<file path="src/rtl/seg7_capture_encoder.sv">
`default_nettype none
// ============================================================================
// Module  : seg7_capture_encoder
// Brief   : Snoops a multiplexed active-low 7-segment bus and reports each
//           newly stable digit pattern as a glyph code on a valid/ready port.
// Rev     : 1.0
// ============================================================================
module seg7_capture_encoder #(
    parameter int DIGITS = 4,
    parameter int IDXW   = 2,
    parameter int STABLE = 3
) (
    input  logic              i_clk,
    input  logic              i_rst_n,
    input  logic [6:0]        i_seg,
    input  logic [DIGITS-1:0] i_an,
    output logic              o_valid,
    input  logic              i_ready,
    output logic [IDXW-1:0]   o_index,
    output logic [3:0]        o_code,
    output logic              o_blank,
    output logic              o_unknown
);

    localparam logic [3:0] C_STABLE = 4'(STABLE);
    localparam logic [6:0] C_BLANK  = 7'b1111111;

    logic [6:0]        r_cur [DIGITS];
    logic [3:0]        r_cnt [DIGITS];
    logic [6:0]        r_rep [DIGITS];
    logic [6:0]        r_pat [DIGITS];
    logic [DIGITS-1:0] r_rep_v;
    logic [DIGITS-1:0] r_pend;

    logic              r_valid;
    logic [IDXW-1:0]   r_index;
    logic [3:0]        r_code;
    logic              r_blank;
    logic              r_unknown;

    logic [DIGITS-1:0] w_an_act;
    logic              w_samp;
    logic [IDXW-1:0]   w_samp_idx;
    logic [3:0]        w_cnt_base;
    logic [3:0]        w_cnt_nxt;
    logic              w_qual;

    logic              w_free;
    logic              w_pend_any;
    logic [IDXW-1:0]   w_pend_idx;
    logic [6:0]        w_pat_sel;
    logic [3:0]        w_enc_code;
    logic              w_enc_blank;
    logic              w_enc_unknown;

    // Sample qualification for the digit addressed by the single low anode
    always_comb begin
        w_an_act   = ~i_an;
        w_samp     = $onehot(w_an_act);
        w_samp_idx = '0;
        for (int k = 0; k < DIGITS; k++) begin
            if (w_an_act[k]) begin
                w_samp_idx = IDXW'(k);
            end
        end

        // A pattern change restarts the run from zero, so with STABLE=1 the
        // first sample of every new pattern still counts as a fresh crossing.
        w_cnt_base = (i_seg == r_cur[w_samp_idx]) ? r_cnt[w_samp_idx] : 4'd0;
        w_cnt_nxt  = (w_cnt_base >= C_STABLE) ? C_STABLE : w_cnt_base + 4'd1;
        w_qual     = w_samp && (w_cnt_nxt == C_STABLE) && (w_cnt_base < C_STABLE) &&
                     (!r_rep_v[w_samp_idx] || (i_seg != r_rep[w_samp_idx]));
    end

    // Lowest pending digit wins the output register
    always_comb begin
        w_free     = !r_valid || i_ready;
        w_pend_any = |r_pend;
        w_pend_idx = '0;
        for (int k = DIGITS - 1; k >= 0; k--) begin
            if (r_pend[k]) begin
                w_pend_idx = IDXW'(k);
            end
        end
        w_pat_sel     = r_pat[w_pend_idx];
        w_enc_code    = 4'd0;
        w_enc_blank   = 1'b0;
        w_enc_unknown = 1'b0;
        case (w_pat_sel)
            7'b1000000: w_enc_code = 4'd0;
            7'b1111001: w_enc_code = 4'd1;
            7'b0100100: w_enc_code = 4'd2;
            7'b0110000: w_enc_code = 4'd3;
            7'b0011001: w_enc_code = 4'd4;
            7'b0010010: w_enc_code = 4'd5;
            7'b0000010: w_enc_code = 4'd6;
            7'b1111000: w_enc_code = 4'd7;
            7'b0000000: w_enc_code = 4'd8;
            7'b0010000: w_enc_code = 4'd9;
            7'b0010001: w_enc_code = 4'd10;
            7'b0100001: w_enc_code = 4'd11;
            7'b0001000: w_enc_code = 4'd12;
            7'b0000110: w_enc_code = 4'd13;
            7'b1001110: w_enc_code = 4'd14;
            7'b1110111: w_enc_code = 4'd15;
            C_BLANK:    w_enc_blank = 1'b1;
            default:    w_enc_unknown = 1'b1;
        endcase
    end

    always_ff @(posedge i_clk) begin
        if (!i_rst_n) begin
            r_valid   <= 1'b0;
            r_index   <= '0;
            r_code    <= 4'd0;
            r_blank   <= 1'b0;
            r_unknown <= 1'b0;
            r_pend    <= '0;
            r_rep_v   <= '0;
            for (int k = 0; k < DIGITS; k++) begin
                r_cur[k] <= C_BLANK;
                r_cnt[k] <= 4'd0;
                r_rep[k] <= 7'd0;
                r_pat[k] <= 7'd0;
            end
        end else begin
            if (w_free) begin
                r_valid <= w_pend_any;
                if (w_pend_any) begin
                    r_index             <= w_pend_idx;
                    r_code              <= w_enc_code;
                    r_blank             <= w_enc_blank;
                    r_unknown           <= w_enc_unknown;
                    r_pend[w_pend_idx]  <= 1'b0;
                    r_rep[w_pend_idx]   <= w_pat_sel;
                    r_rep_v[w_pend_idx] <= 1'b1;
                end
            end
            // Placed after the load so a same-cycle re-qualification keeps pend set
            if (w_samp) begin
                r_cur[w_samp_idx] <= i_seg;
                r_cnt[w_samp_idx] <= w_cnt_nxt;
                if (w_qual) begin
                    r_pend[w_samp_idx] <= 1'b1;
                    r_pat[w_samp_idx]  <= i_seg;
                end
            end
        end
    end

    assign o_valid   = r_valid;
    assign o_index   = r_index;
    assign o_code    = r_code;
    assign o_blank   = r_blank;
    assign o_unknown = r_unknown;

endmodule
`default_nettype wire
</file>
<file path="config.mk">
export PLATFORM = sky130hd
export DESIGN_NAME = seg7_capture_encoder
export DESIGN_NICKNAME = d
export VERILOG_FILES = /design/src/rtl/seg7_capture_encoder.sv
export SDC_FILE = /design/constraint.sdc
export NUM_CORES = 1
export LEC_CHECK = 0
export CAP_MARGIN = 5
export CORE_AREA = 2 2 125 127
export CTS_BUF_LIST = sky130_fd_sc_hd__clkbuf_8
export CTS_CLUSTER_SIZE = 30
export DETAILED_ROUTE_END_ITERATION = 16
export DIE_AREA = 0 0 127 129
export PLACE_DENSITY = 0.58
export SYNTH_ARGS = -nofsm -noshare
export SYNTH_HDL_FRONTEND = slang
export SYNTH_SLANG_ARGS = --single-unit
export TNS_END_PERCENT = 10
</file>
<file path="constraint.sdc">
create_clock -name i_clk -period 4.4 [get_ports i_clk]
set_input_delay 0.44 -clock i_clk [delete_from_list [all_inputs] [get_ports i_clk]]
set_output_delay 0.44 -clock i_clk [all_outputs]
set_load 0.02 [all_outputs]
</file>
==> results.sh <==
export IMPL_crit_family="compound AO/OA/AOI/OAI gates"
export IMPL_worstSkewPairLatency_ns=0.44
export IMPL_crit_fanout=14
export IMPL_cts_tree="built"
export IMPL_cap_violations=0
export IMPL_critical_path_class="input port to register"
export IMPL_whs_ns=0.448
export IMPL_cp_cell_sequence="clkdlybuf4s50_1, xor2_1, a221oi_1, a31oi_1, a2111oi_0, nand2_1, nor2_1, ha_1, nor2b_1, o41a_1, o211ai_2, o21ai_0, buf_4"
export IMPL_antenna_found_initial=0
export IMPL_rsz0062_at_grt="no"
export IMPL_critical_path_buf_inv_count=2
export IMPL_cts_setup_buffers=0
export IMPL_max_stage_delay_ns=0.77
export IMPL_seqPwrFrac_pct=51.7
export IMPL_drc=0
export IMPL_max_slew_margin_rel_pct=20.0
export IMPL_ant_nets=0
export IMPL_grt_pass1_vias=4276
export IMPL_setup_viol=0
export IMPL_io_pins=23
export IMPL_n_fill_cell=1425
export IMPL_drive_above_1_share_pct=11.1
export IMPL_postLayoutCoreUtil_pct=45.4
export IMPL_design_area_um2=6800
export IMPL_portBuffers=22
export IMPL_drt_pass1_iterations=5
export IMPL_die_h_um=129
export IMPL_final_setup_tns_ns=0
export IMPL_yosys_cell_types_count=68
export IMPL_worst_pin_slew_ns=1.19
export IMPL_skew_ns=0.0137
export IMPL_path_clk_slew_ns=0.07
export IMPL_top_layer="met4"
export IMPL_p_int_mw=1.85
export IMPL_switching_share_pct=25.5
export IMPL_report_power_total_mw=2.48
export IMPL_placed_area_um2=6430
export IMPL_die_x_um=127
export IMPL_area_growth_pct=15.0
export IMPL_p_leak_nw=2.38
export IMPL_drv_slew=0
export IMPL_stdcell_count=791
export IMPL_fin_nets=608
export IMPL_viasPerCell=5.65
export IMPL_cp_required_ns=4.55
export IMPL_holdPathStages=2
export IMPL_ys_seq_area_share_pct=56.5
export IMPL_syn_area_um2=5920
export IMPL_initial_utilization_pct=39.5
export IMPL_status="finished, final reports clean"
export IMPL_hold_violations=0
export IMPL_cp_start_kind="input port"
export IMPL_globalRouteOverflowTotal=0
export IMPL_die_area_um2=16400
export IMPL_met1_length_um=6940
export IMPL_cts_repair_resize_count=0
export IMPL_grt_max_degree=40
export IMPL_drt_iter0_drc=533
export IMPL_combPwrFrac_pct=10.2
export IMPL_route_met2_wl_um=6960
export IMPL_synth_flop_cell="edfxtp_1"
export IMPL_fin_ws_ns=0.582
export IMPL_synth_top_area_cell="edfxtp_1"
export IMPL_cp_num_cells=13
export IMPL_synth_edf_count=100
export IMPL_place_gp_congestion=0.915
export IMPL_cts_buffer_depth=2
export IMPL_core_area_um2=15000
export IMPL_synth_top_area_share_pct=50.8
export IMPL_async_flop_share_pct=0
export IMPL_placed_cells=759
export IMPL_clock_sinks=117
export IMPL_ys_warn_count=0
export IMPL_reg2reg_depth=12
export IMPL_dp_hpwl_um=10400
export IMPL_ys_top_cells_by_area="edfxtp_1 (51%), dfxtp_1 (5.8%), nor2_1 (4.6%), nand2_1 (3.0%), mux2i_1 (2.7%)"
export IMPL_fin_crit_sh_pct=86.8
export IMPL_numCtsBuffers=17
export IMPL_wl_um=15200
export IMPL_route_met3_wl_um=977
export IMPL_grt_pass1_wl_um=24100
export IMPL_vias=4468
export IMPL_switchingPower_mw=0.634
export IMPL_p_clk_share_pct=38.1
export IMPL_syn_avg_cell_area_um2=10.7
export IMPL_power_density_nw_per_um2=365
export IMPL_track_usage_pct=19.6
export IMPL_fmax_ghz=0.262
export IMPL_worstPathArrival_ns=3.97
export IMPL_min_period_ns=3.82
export IMPL_synth_seq_cells=117
export IMPL_postCtsHoldBufs=0
export IMPL_syn_inst=554
export IMPL_htreeDepth=4
export IMPL_wl_per_cell_um=19.2
export IMPL_hp_class="register to register"
export IMPL_slowest_stage="clkdlybuf4s50_1"
export IMPL_dp_slack_ns=0.173
export IMPL_insertedDiodeCount=0
export IMPL_root_buffer="clkbuf_8"
export IMPL_rows=45
export IMPL_ir_drop_v=0.000163
export IMPL_endpoint_kind="register"
synth_stat cells (5+ instances only):
cell / instances
o21ai_0: 18
xor2_1: 11
clkbuf_1: 20
xnor2_1: 15
nor2b_1: 10
mux2i_1: 16
a31oi_1: 5
nand2_1: 48
a221oi_1: 7
or3_1: 12
or2_2: 6
nand3_1: 15
dfxtp_1: 17
nor4_1: 5
nand2b_1: 5
nor3_1: 23
inv_1: 19
buf_2: 14
edfxtp_1: 100
nor2_1: 72
a21oi_1: 23
power by group through the flow:
stage	Sequential (mW)	Combinational, mW	Clock (mW)
after CTS	1.28	0.252	0.963
final	1.28	0.253	0.946
after detailed placement	1.31	0.252	0
after global placement	1.31	0.248	0
after global routing	1.29	0.278	1.01
after floorplan	1.30	0.161	0
worst min-delay path: cells and delay by family (launching register included):
kind             cells  cell delay (ns)
flip-flops           1             0.31
AND/OR/NAND/NOR      2             0.09
layout make-up:
class | instances | area (um2) | share of cell area, %
multi-input cells | 386 | 2340 | 34.5
well taps | 188 | 235 | 3.46
repair buffers | 48 | 428 | 6.29
flip-flops and latches | 117 | 3340 | 49.2
clock inverters | 15 | 141 | 2.08
inverters | 20 | 75.1 | 1.10
clock buffers | 17 | 234 | 3.44
routing by layer:
layer | GRT usage, % | vias up
met1 | 26.8 | 2161
li1 | - | 2107
met4 | 6.72 | 0
met5 | 0 | -
met3 | 4.74 | 29
met2 | 30.7 | 171
flip-flops by register name, indices dropped and copies added, names as in the netlist:
name       count
r_pat         28
r_rep         28
o_blank        1
r_rep_v        4
o_index        2
o_code         4
r_pend         4
r_cnt         16
o_unknown      1
r_cur         28
o_valid        1
worst paths after layout:
| check | start | slack [ns] | to |
|---|---|---|---|
| worst max-delay path | i_seg[2] | 0.58 | r_pat[3][4]$_DFFE_PP_ |
| worst min-delay path | r_rep_v[2]$_SDFFE_PN0P_ | 0.45 | r_rep_v[2]$_SDFFE_PN0P_ |
| worst max register to register | r_cur[3][2]$_DFFE_PP_ | 0.97 | r_pat[3][4]$_DFFE_PP_ |
| worst min register to register | r_rep_v[2]$_SDFFE_PN0P_ | 0.45 | r_rep_v[2]$_SDFFE_PN0P_ |
cell families after synthesis:
logic type	synth area share (%)
xor+xnor	3.85
buf+inv	4.29
mux	2.71
fa+ha+maj	0.973
simple gates	19.5
compound gates	12.1
other cells	0.0634
flops	56.5
layout by cell type (no fill, tap or decap), drive strengths merged, types with 6 or more instances in the layout:
master / instances
dfxtp: 17
nand3: 15
nand2: 48
nor3: 23
buf: 26
o21ai: 19
or2: 8
mux2i: 16
or3: 12
clkdlybuf4s50: 22
a31oi: 6
xnor2: 15
inv: 22
a221oi: 7
nor2: 72
clkinv: 7
edfxtp: 100
a21oi: 23
conb: 8
xor2: 11
nor2b: 11
clkbuf: 17
(Power assumes the default switching activity.)
